===== config.mk =====
export PLATFORM = sky130hd
export DESIGN_NAME = if_stage_flat
export DESIGN_NICKNAME = d
export VERILOG_FILES = /design/src/rtl/if_stage_pkg.sv /design/src/rtl/if_stage_if.sv /design/src/rtl/if_stage_if_id_reg.sv /design/src/rtl/if_stage.sv /design/src/flat_wrapper.sv
export SDC_FILE = /design/constraint.sdc
export NUM_CORES = 1
export LEC_CHECK = 0
export BUFFER_PORTS_ARGS = -buffer_cell sky130_fd_sc_hd__buf_2
export CAP_MARGIN = 10
export CORE_MARGIN = 4
export CORE_UTILIZATION = 50
export CTS_CLUSTER_SIZE = 12
export DETAILED_ROUTE_END_ITERATION = 12
export PLACE_DENSITY_LB_ADDON = 0.15
export SYNTH_ARGS = -nofsm -noshare
export SYNTH_HDL_FRONTEND = slang
export SYNTH_SLANG_ARGS = --single-unit
export TNS_END_PERCENT = 5

===== constraint.sdc =====
create_clock -name clk -period 2 [get_ports clk]
set_input_delay 0.1 -clock clk [delete_from_list [all_inputs] [get_ports clk]]
set_output_delay 0.1 -clock clk [all_outputs]
set_load 0.03 [all_outputs]

===== src/rtl/if_stage_pkg.sv =====
// Shared pipeline definitions for the instruction-fetch stage: widths, reset PC,
// NOP encoding, fetch FSM states and the IF/ID payload.
package if_stage_pkg;

  localparam int unsigned XLEN = 32;

  localparam logic [XLEN-1:0] PIPE_RESET_PC = 32'h0000_3000;
  localparam logic [XLEN-1:0] NOP_INSTR     = 32'h0000_0000;

  typedef enum logic {
    FETCH = 1'b0,
    BUF   = 1'b1
  } fetch_state_t;

  typedef struct packed {
    logic [XLEN-1:0] pc;
    logic [XLEN-1:0] instr;
    logic            valid;
  } ifid_t;

  function automatic logic [XLEN-1:0] word_align(input logic [XLEN-1:0] a);
    return a & ~XLEN'(3);
  endfunction

endpackage


===== src/rtl/if_stage_if.sv =====
// Instruction-memory request/response bus between the fetch stage and imem.
interface if_stage_if;
  import if_stage_pkg::*;

  logic            imem_req;
  logic [XLEN-1:0] imem_addr;
  logic            imem_ack;
  logic [XLEN-1:0] imem_rdata;

  modport master (output imem_req, imem_addr, input imem_ack, imem_rdata);
  modport slave  (input imem_req, imem_addr, output imem_ack, imem_rdata);
endinterface


===== src/rtl/if_stage_if_id_reg.sv =====
// IF/ID pipeline register: flush beats stall beats load; a non-valid load is a bubble.
module if_id_reg
  import if_stage_pkg::*;
#(
  parameter logic [XLEN-1:0] RESET_PC = PIPE_RESET_PC
) (
  input  logic            clk,
  input  logic            reset,
  input  logic            stall,
  input  logic            flush,
  input  ifid_t           load,
  output logic [XLEN-1:0] PC_01,
  output logic [XLEN-1:0] Instr_01,
  output logic            valid_01
);

  // Bubbles keep the last PC so a flushed slot still reports where it sat.
  always_ff @(posedge clk or negedge reset) begin
    if (!reset) begin
      PC_01    <= RESET_PC;
      Instr_01 <= NOP_INSTR;
      valid_01 <= 1'b0;
    end else if (flush) begin
      Instr_01 <= NOP_INSTR;
      valid_01 <= 1'b0;
    end else if (!stall) begin
      if (load.valid) begin
        PC_01    <= load.pc;
        Instr_01 <= load.instr;
        valid_01 <= 1'b1;
      end else begin
        Instr_01 <= NOP_INSTR;
        valid_01 <= 1'b0;
      end
    end
  end

endmodule


===== src/rtl/if_stage.sv =====
// Instruction fetch stage: fetch PC, one-entry skid buffer, delayed-branch redirect
// and the IF/ID register.
module if_stage
  import if_stage_pkg::*;
#(
  parameter logic [XLEN-1:0] RESET_PC = PIPE_RESET_PC
) (
  input  logic              clk,
  input  logic              reset,
  input  logic              stall,
  input  logic              flush,
  input  logic              redirect,
  input  logic [XLEN-1:0]   NPC,
  if_stage_if.master        imem,
  output logic [XLEN-1:0]   PC_01,
  output logic [XLEN-1:0]   Instr_01,
  output logic              valid_01
);

  fetch_state_t    state_q, state_d;
  logic            req_q, req_d;
  logic [XLEN-1:0] fpc_q, fpc_d;
  logic            pend_q, pend_d;
  logic [XLEN-1:0] ptgt_q, ptgt_d;
  logic [XLEN-1:0] skid_pc_q, skid_pc_d;
  logic [XLEN-1:0] skid_instr_q, skid_instr_d;
  ifid_t           load;

  logic            ack_ok;
  logic            take_redir;
  logic            hold;
  logic [XLEN-1:0] adv_pc;

  assign ack_ok     = imem.imem_ack & req_q;
  assign take_redir = redirect & ~stall;
  assign hold       = stall | flush;
  assign adv_pc     = take_redir ? word_align(NPC)
                    : pend_q     ? ptgt_q
                    : fpc_q + XLEN'(4);

  assign imem.imem_req  = req_q;
  assign imem.imem_addr = word_align(fpc_q);

  always_ff @(posedge clk or negedge reset) begin
    if (!reset) begin
      state_q      <= FETCH;
      req_q        <= 1'b0;
      fpc_q        <= word_align(RESET_PC);
      pend_q       <= 1'b0;
      ptgt_q       <= '0;
      skid_pc_q    <= '0;
      skid_instr_q <= '0;
    end else begin
      state_q      <= state_d;
      req_q        <= req_d;
      fpc_q        <= fpc_d;
      pend_q       <= pend_d;
      ptgt_q       <= ptgt_d;
      skid_pc_q    <= skid_pc_d;
      skid_instr_q <= skid_instr_d;
    end
  end

  always_comb begin
    state_d      = state_q;
    fpc_d        = fpc_q;
    pend_d       = pend_q;
    ptgt_d       = ptgt_q;
    skid_pc_d    = skid_pc_q;
    skid_instr_d = skid_instr_q;
    load         = '0;

    if (take_redir) begin
      pend_d = 1'b1;
      ptgt_d = word_align(NPC);
    end

    case (state_q)
      FETCH: begin
        if (ack_ok) begin
          fpc_d  = adv_pc;
          pend_d = 1'b0;
          if (hold) begin
            skid_pc_d    = fpc_q;
            skid_instr_d = imem.imem_rdata;
            state_d      = BUF;
          end else begin
            load = '{pc: fpc_q, instr: imem.imem_rdata, valid: 1'b1};
          end
        end
      end
      BUF: begin
        // The delay slot already sits in the skid buffer, so a redirect here
        // retargets the fetch PC directly instead of waiting for an advance.
        if (take_redir) begin
          fpc_d  = word_align(NPC);
          pend_d = 1'b0;
        end
        if (!hold) begin
          load    = '{pc: skid_pc_q, instr: skid_instr_q, valid: 1'b1};
          state_d = FETCH;
        end
      end
      default: state_d = FETCH;
    endcase

    req_d = (state_d == FETCH);
  end

  if_id_reg #(
    .RESET_PC (RESET_PC)
  ) u_if_id_reg (
    .clk      (clk),
    .reset    (reset),
    .stall    (stall),
    .flush    (flush),
    .load     (load),
    .PC_01    (PC_01),
    .Instr_01 (Instr_01),
    .valid_01 (valid_01)
  );

endmodule


===== src/flat_wrapper.sv =====
// flat-port wrapper written by rule: the top's interface ports become plain ports
module if_stage_flat import if_stage_pkg::*;
#(
  parameter logic [XLEN-1:0] RESET_PC = PIPE_RESET_PC
)
  (clk, reset, stall, flush, redirect, NPC, PC_01, Instr_01, valid_01, imem_imem_req, imem_imem_addr, imem_imem_ack, imem_imem_rdata);
  if_stage_if imem_i ();
  input  logic clk;
  input  logic reset;
  input  logic stall;
  input  logic flush;
  input  logic redirect;
  input  logic [XLEN-1:0] NPC;
  output logic [XLEN-1:0] PC_01;
  output logic [XLEN-1:0] Instr_01;
  output logic valid_01;
  output wire logic [$bits(imem_i.imem_req)-1:0] imem_imem_req;
  output wire logic [$bits(imem_i.imem_addr)-1:0] imem_imem_addr;
  input wire logic [$bits(imem_i.imem_ack)-1:0] imem_imem_ack;
  input wire logic [$bits(imem_i.imem_rdata)-1:0] imem_imem_rdata;
  assign imem_imem_req = imem_i.imem_req;
  assign imem_imem_addr = imem_i.imem_addr;
  assign imem_i.imem_ack = imem_imem_ack;
  assign imem_i.imem_rdata = imem_imem_rdata;
  if_stage #(.RESET_PC(RESET_PC)) u_core (.clk(clk), .reset(reset), .stall(stall), .flush(flush), .redirect(redirect), .NPC(NPC), .imem(imem_i), .PC_01(PC_01), .Instr_01(Instr_01), .valid_01(valid_01));
endmodule

Word-level counts from Yosys, hierarchy flattened. Cells that the tools add are included.

Logic and storage cells: 46. Flip-flop bits (word level): 194.

$add $sub $neg: 1. Reductions and logical operators: 3. Muxes and demuxes: 22. Equality and inequality tests: 3. Bitwise operators: 7.

Operators with widths (count): 32-bit two-way mux (7); 65-bit two-way mux (3); 65-bit one-hot mux with 2 select lines (1); 32-bit one-hot mux with 2 select lines (1); 32-bit by 3-bit adder with 32-bit output, second input constant (1); 1-bit two-way mux (8); 3-bit AND reduction (2); 2-bit by 1-bit inequality test with 1-bit output, second input constant (2); 1-bit inverter (4); 1-bit one-hot mux with 2 select lines (2); 1-bit bitwise AND (2); 2-bit inequality test, second input constant (1); 2-bit AND reduction (1); 1-bit bitwise OR (1).

Depth between registers and ports, before layout.
Word-level depth: 7. Gate-level depth with buffers: 9.

Cells and area by module. From an unflattened synthesis, not the netlist that was laid out.

Cell total of the unflattened synthesis: 830. Area total of the unflattened synthesis: 8987.4 sq um.

Modules (own cells, without submodules): if_stage (cells an instance 616, area an instance 6339.8 sq um, times used 1); if_id_reg (cells an instance 214, area an instance 2647.5 sq um, times used 1).

Worst setup path after synthesis. No wires, ideal clock.

Kind: register -> register. Start: register u_core.fpc_q[2]. End: register u_core.fpc_q[24]. Data arrival time: 2.061 ns. Library setup time: 0.132 ns. Path buffers: 1. Clock period less this slack: 2.193 ns. Slack: -0.193 ns. Data required time: 1.868 ns. Stages on the path, launching flop included: 8. Cells stage by stage: dfrtp_1 > ha_1 > nand4_1 > or3_1 > clkbuf_1 > nor4_1 > xnor2_1 > o21ai_1.

Cells in the longest elaborated chain, start to end: 5.

RTL lines: start, declared (line if_stage.sv:22) `logic [XLEN-1:0] fpc_q, fpc_d;`; start signal, assigned (line if_stage.sv:48) `fpc_q <= word_align(RESET_PC);`; start signal, assigned (line if_stage.sv:56) `fpc_q <= fpc_d;`; 32-bit by 3-bit adder with 32-bit output (line if_stage.sv:39) `: fpc_q + XLEN'(4);`; 32-bit two-way mux (line if_stage.sv:38) `: pend_q ? ptgt_q`; 32-bit two-way mux (line if_stage.sv:37) `assign adv_pc = take_redir ? word_align(NPC)`; 32-bit two-way mux (line if_stage.sv:80) `if (ack_ok) begin`; 32-bit one-hot mux with 2 select lines (line if_stage.sv:78) `case (state_q)`.

No other way between the ends. The select of a mux whose other input is x is not followed. A chain may end at the register's enable or synchronous reset.

Worst setup path in the final report.
Start: register u_core.fpc_q[4]. End: register u_core.fpc_q[29].

Same word-level chain as after synthesis.

==> run metrics <==
status=completed; global-route wire length before repair=39.5 mm; # placed instances=1228; Total Nets Final=1156; actual slew at the worst max-slew pin=0.556 ns; Routed Antenna Nets=0; crit-path max FO=7; max incr delay on CP=0.52 ns; vias in the first global route=7425; clk_lat worst skew=0.43 ns; cell taking the most area after synthesis=dfrtp_1; drt drc=0; Netlist Area Pre-Place=8940 sq um; critical path cell sequence=nand4_4 > or4_4 > nor4_4 > mux2i_1 > a211oi_2; core region area=17400 sq um; Post-Syn Instances=859; H-tree depth=4; max-slew violation count=0; hpwl dp=16.0 mm; routed via count=7494; fill count=1455; DRT iter0 DRCs=447; clk buf depth=2; Bufs and invs on worst path=0; Tmin final=1.88 ns; RSZ-0062 raised after global routing=false; Die Area=20100 sq um; worst r2r path cells=5; dominant synthesized flop cell=dfrtp_1; # rows=48; layout cells sized above 1=0.322; crit start category=register; clock sinks=189; antenna violations before repair=3; FFs w/ async S/R, synth=1.00; WL per Instance=18.3 um; WP depth=5; largest net degree at the start of global routing=67; Yosys warning count=0; RePlAce Congestion=0.807; area delta synth->final=28.8%; Top delay family on crit path=simple AND/OR/NAND/NOR gates; per-instance average area after synthesis=10.4 sq um; Die W=142 um; Via density=5.66; Power Density=1280 nW/um^2; Seq cells post-synth=189; highest clock rate=532 MHz; initial core utilization=0.513; Top Usage Layer GRT=met2; most common cell in the synthesized netlist=dfrtp_1; GRT met3 Usage=0.0677; # IOs=168; met1 GRT Util=0.340; largest cells by area after synthesis=dfrtp_1 (52%), mux2_2 (7.8%), nand2_1 (7.0%), a22oi_1 (5.0%), mux2i_1 (4.3%); CP required=2.30 ns; final hold vios=0; hold path depth=4; Pre-antenna DRT Iters=5; GR Util met2=0.380; fin cells=1324; sequential area share after synthesis=0.530; CP Capture Type=register; Yosys top cell area share=0.518; count of final setup violators=0; Leakage=5.31 nW; Period Utilization, post-route=0.939; Routed WL=24.2 mm; max_cap viols=0; Overall Global Routing Usage=0.245; Layout Skew=0.0125 ns; I/O Buffers=163; Clock transition at path regs=0.07 ns; worst vdd rail ir drop=0.794 mV; Hold WC Path Type=input pin to register; Slew HR=0.628; CTS Buf Count=17; TritonCTS clock tree=yes; root buffer cell=clkbuf_16; Worst EP arrival=2.18 ns; GRT Residual Overflow=0; Slowest-stage cell, CP=or4_4; Crit Path Category=register to register; Die Ht=142 um; final setup TNS=0 ns; Synth top cells by count=dfrtp_1 (185), nand2_1 (166), o21ai_0 (74); EDFF count, synth=0; Synth cell types=58
-- cell type report --
cell class                 count  area (sq um)  share of cell area
sequential                   189          4750               0.413
multi-input combinational    585          3870               0.336
timing repair buffer         283          1950               0.169
clock buffer                  20           467              0.0405
tap                          225           282              0.0244
clock inverter                12           158              0.0137
inverter                       9          33.8             0.00293
antenna                        1          2.50            0.000217
-- where the power goes --
group / switching (W) / total [W] / internal [W]
Combinational: 0.00312 / 0.00528 / 0.00216
Sequential: 0.000889 / 0.00595 / 0.00506
Clock: 0.00149 / 0.00357 / 0.00208
-- flip-flops by register name, summed over array words and instances (netlist names) --
signal,count
u_core.u_if_id_reg.PC_01,31
u_core.u_if_id_reg.Instr_01,32
u_core.skid_pc_q,30
u_core.skid_instr_q,32
u_core.state_q,1
u_core.ptgt_q,30
u_core.fpc_q,30
u_core.imem.imem_req,1
u_core.pend_q,1
u_core.u_if_id_reg.valid_01,1
-- per-stage QoR --
step	util	setup WS, ns	area (sq um)	hold WS, ns	power [W]
floorplan	-	-0.0344	8970	-0.196	0.00943
global placement	0.588	0.0277	10200	0.131	0.0111
global route	0.661	0.0162	11500	0.112	0.0157
finish	0.661	0.122	11500	0.0952	0.0148
detailed placement	0.588	-0.00973	10200	0.133	0.0112
CTS	0.661	0.118	11500	0.0910	0.0149
-- per-layer routing --
metal  share of wire  up-vias
met5          0.0014        -
met4           0.016        6
met3           0.073       33
met2            0.47      249
met1            0.44     3695
li1                -     3511
-- cells by family after synthesis --
family / share of synthesized area
other cells: 0.000419
compound gates: 0.152
buf+inv: 0.0411
xor+xnor: 0.0206
mux: 0.121
flops: 0.530
fa+ha+maj: 0.00140
simple gates: 0.134
-- path summary, 6_finish.rpt --
kind                                                            end  slack [ns]                     startpoint
max                                    u_core.fpc_q[29]$_DFFE_PN0P_        0.12    u_core.fpc_q[4]$_DFFE_PN0P_
min                                         u_core.pend_q$_DFF_PN0_         0.1                          stall
max reg2reg                            u_core.fpc_q[29]$_DFFE_PN0P_        0.12    u_core.fpc_q[4]$_DFFE_PN0P_
min reg2reg                           u_core.ptgt_q[19]$_DFFE_PN0P_        0.47  u_core.ptgt_q[19]$_DFFE_PN0P_
max in group asynchronous               u_core.fpc_q[6]$_DFFE_PN0P_        1.03                          reset
min in group asynchronous  u_core.u_if_id_reg.PC_01[20]$_DFFE_PN0P_        0.22                          reset
-- what timing repair did --
item | CTS | global route
hold buffers | 63 | 0
cloned | 0 | 0
endpoints found under the setup margin | 1 | 3
setup buffers | 0 | 0
hold endpoints to repair | 162 | 0
resized for setup | 1 | 2
-- cells in the final DEF, fill, tap and decap left out, types with 4 or more instances in the layout --
cell type        n
mux2i_1         38
nand2_1        166
clkbuf_8         4
o21ai_0         74
nor3_1           6
buf_2          162
nor2_1          20
buf_12           5
clkbuf_16       17
a32oi_1         13
a21oi_1         18
or3_1            4
nand4_1          4
dfstp_2          4
o221ai_1         7
buf_4           51
o211ai_1        11
nand3_1         15
dfrtp_1        171
xnor2_1         18
nor3_2           4
inv_1            8
a22oi_1         60
a31oi_1          4
dfrtp_2         13
dlygate4sd3_1   63
mux2_2          62
-- worst min-delay path, cell delays in order --
cell and delay [ns]:
buf_2 0.13, nor2b_4 0.11, nor2_1 0.10, nor2_1 0.05
(Power assumes the default switching activity.)
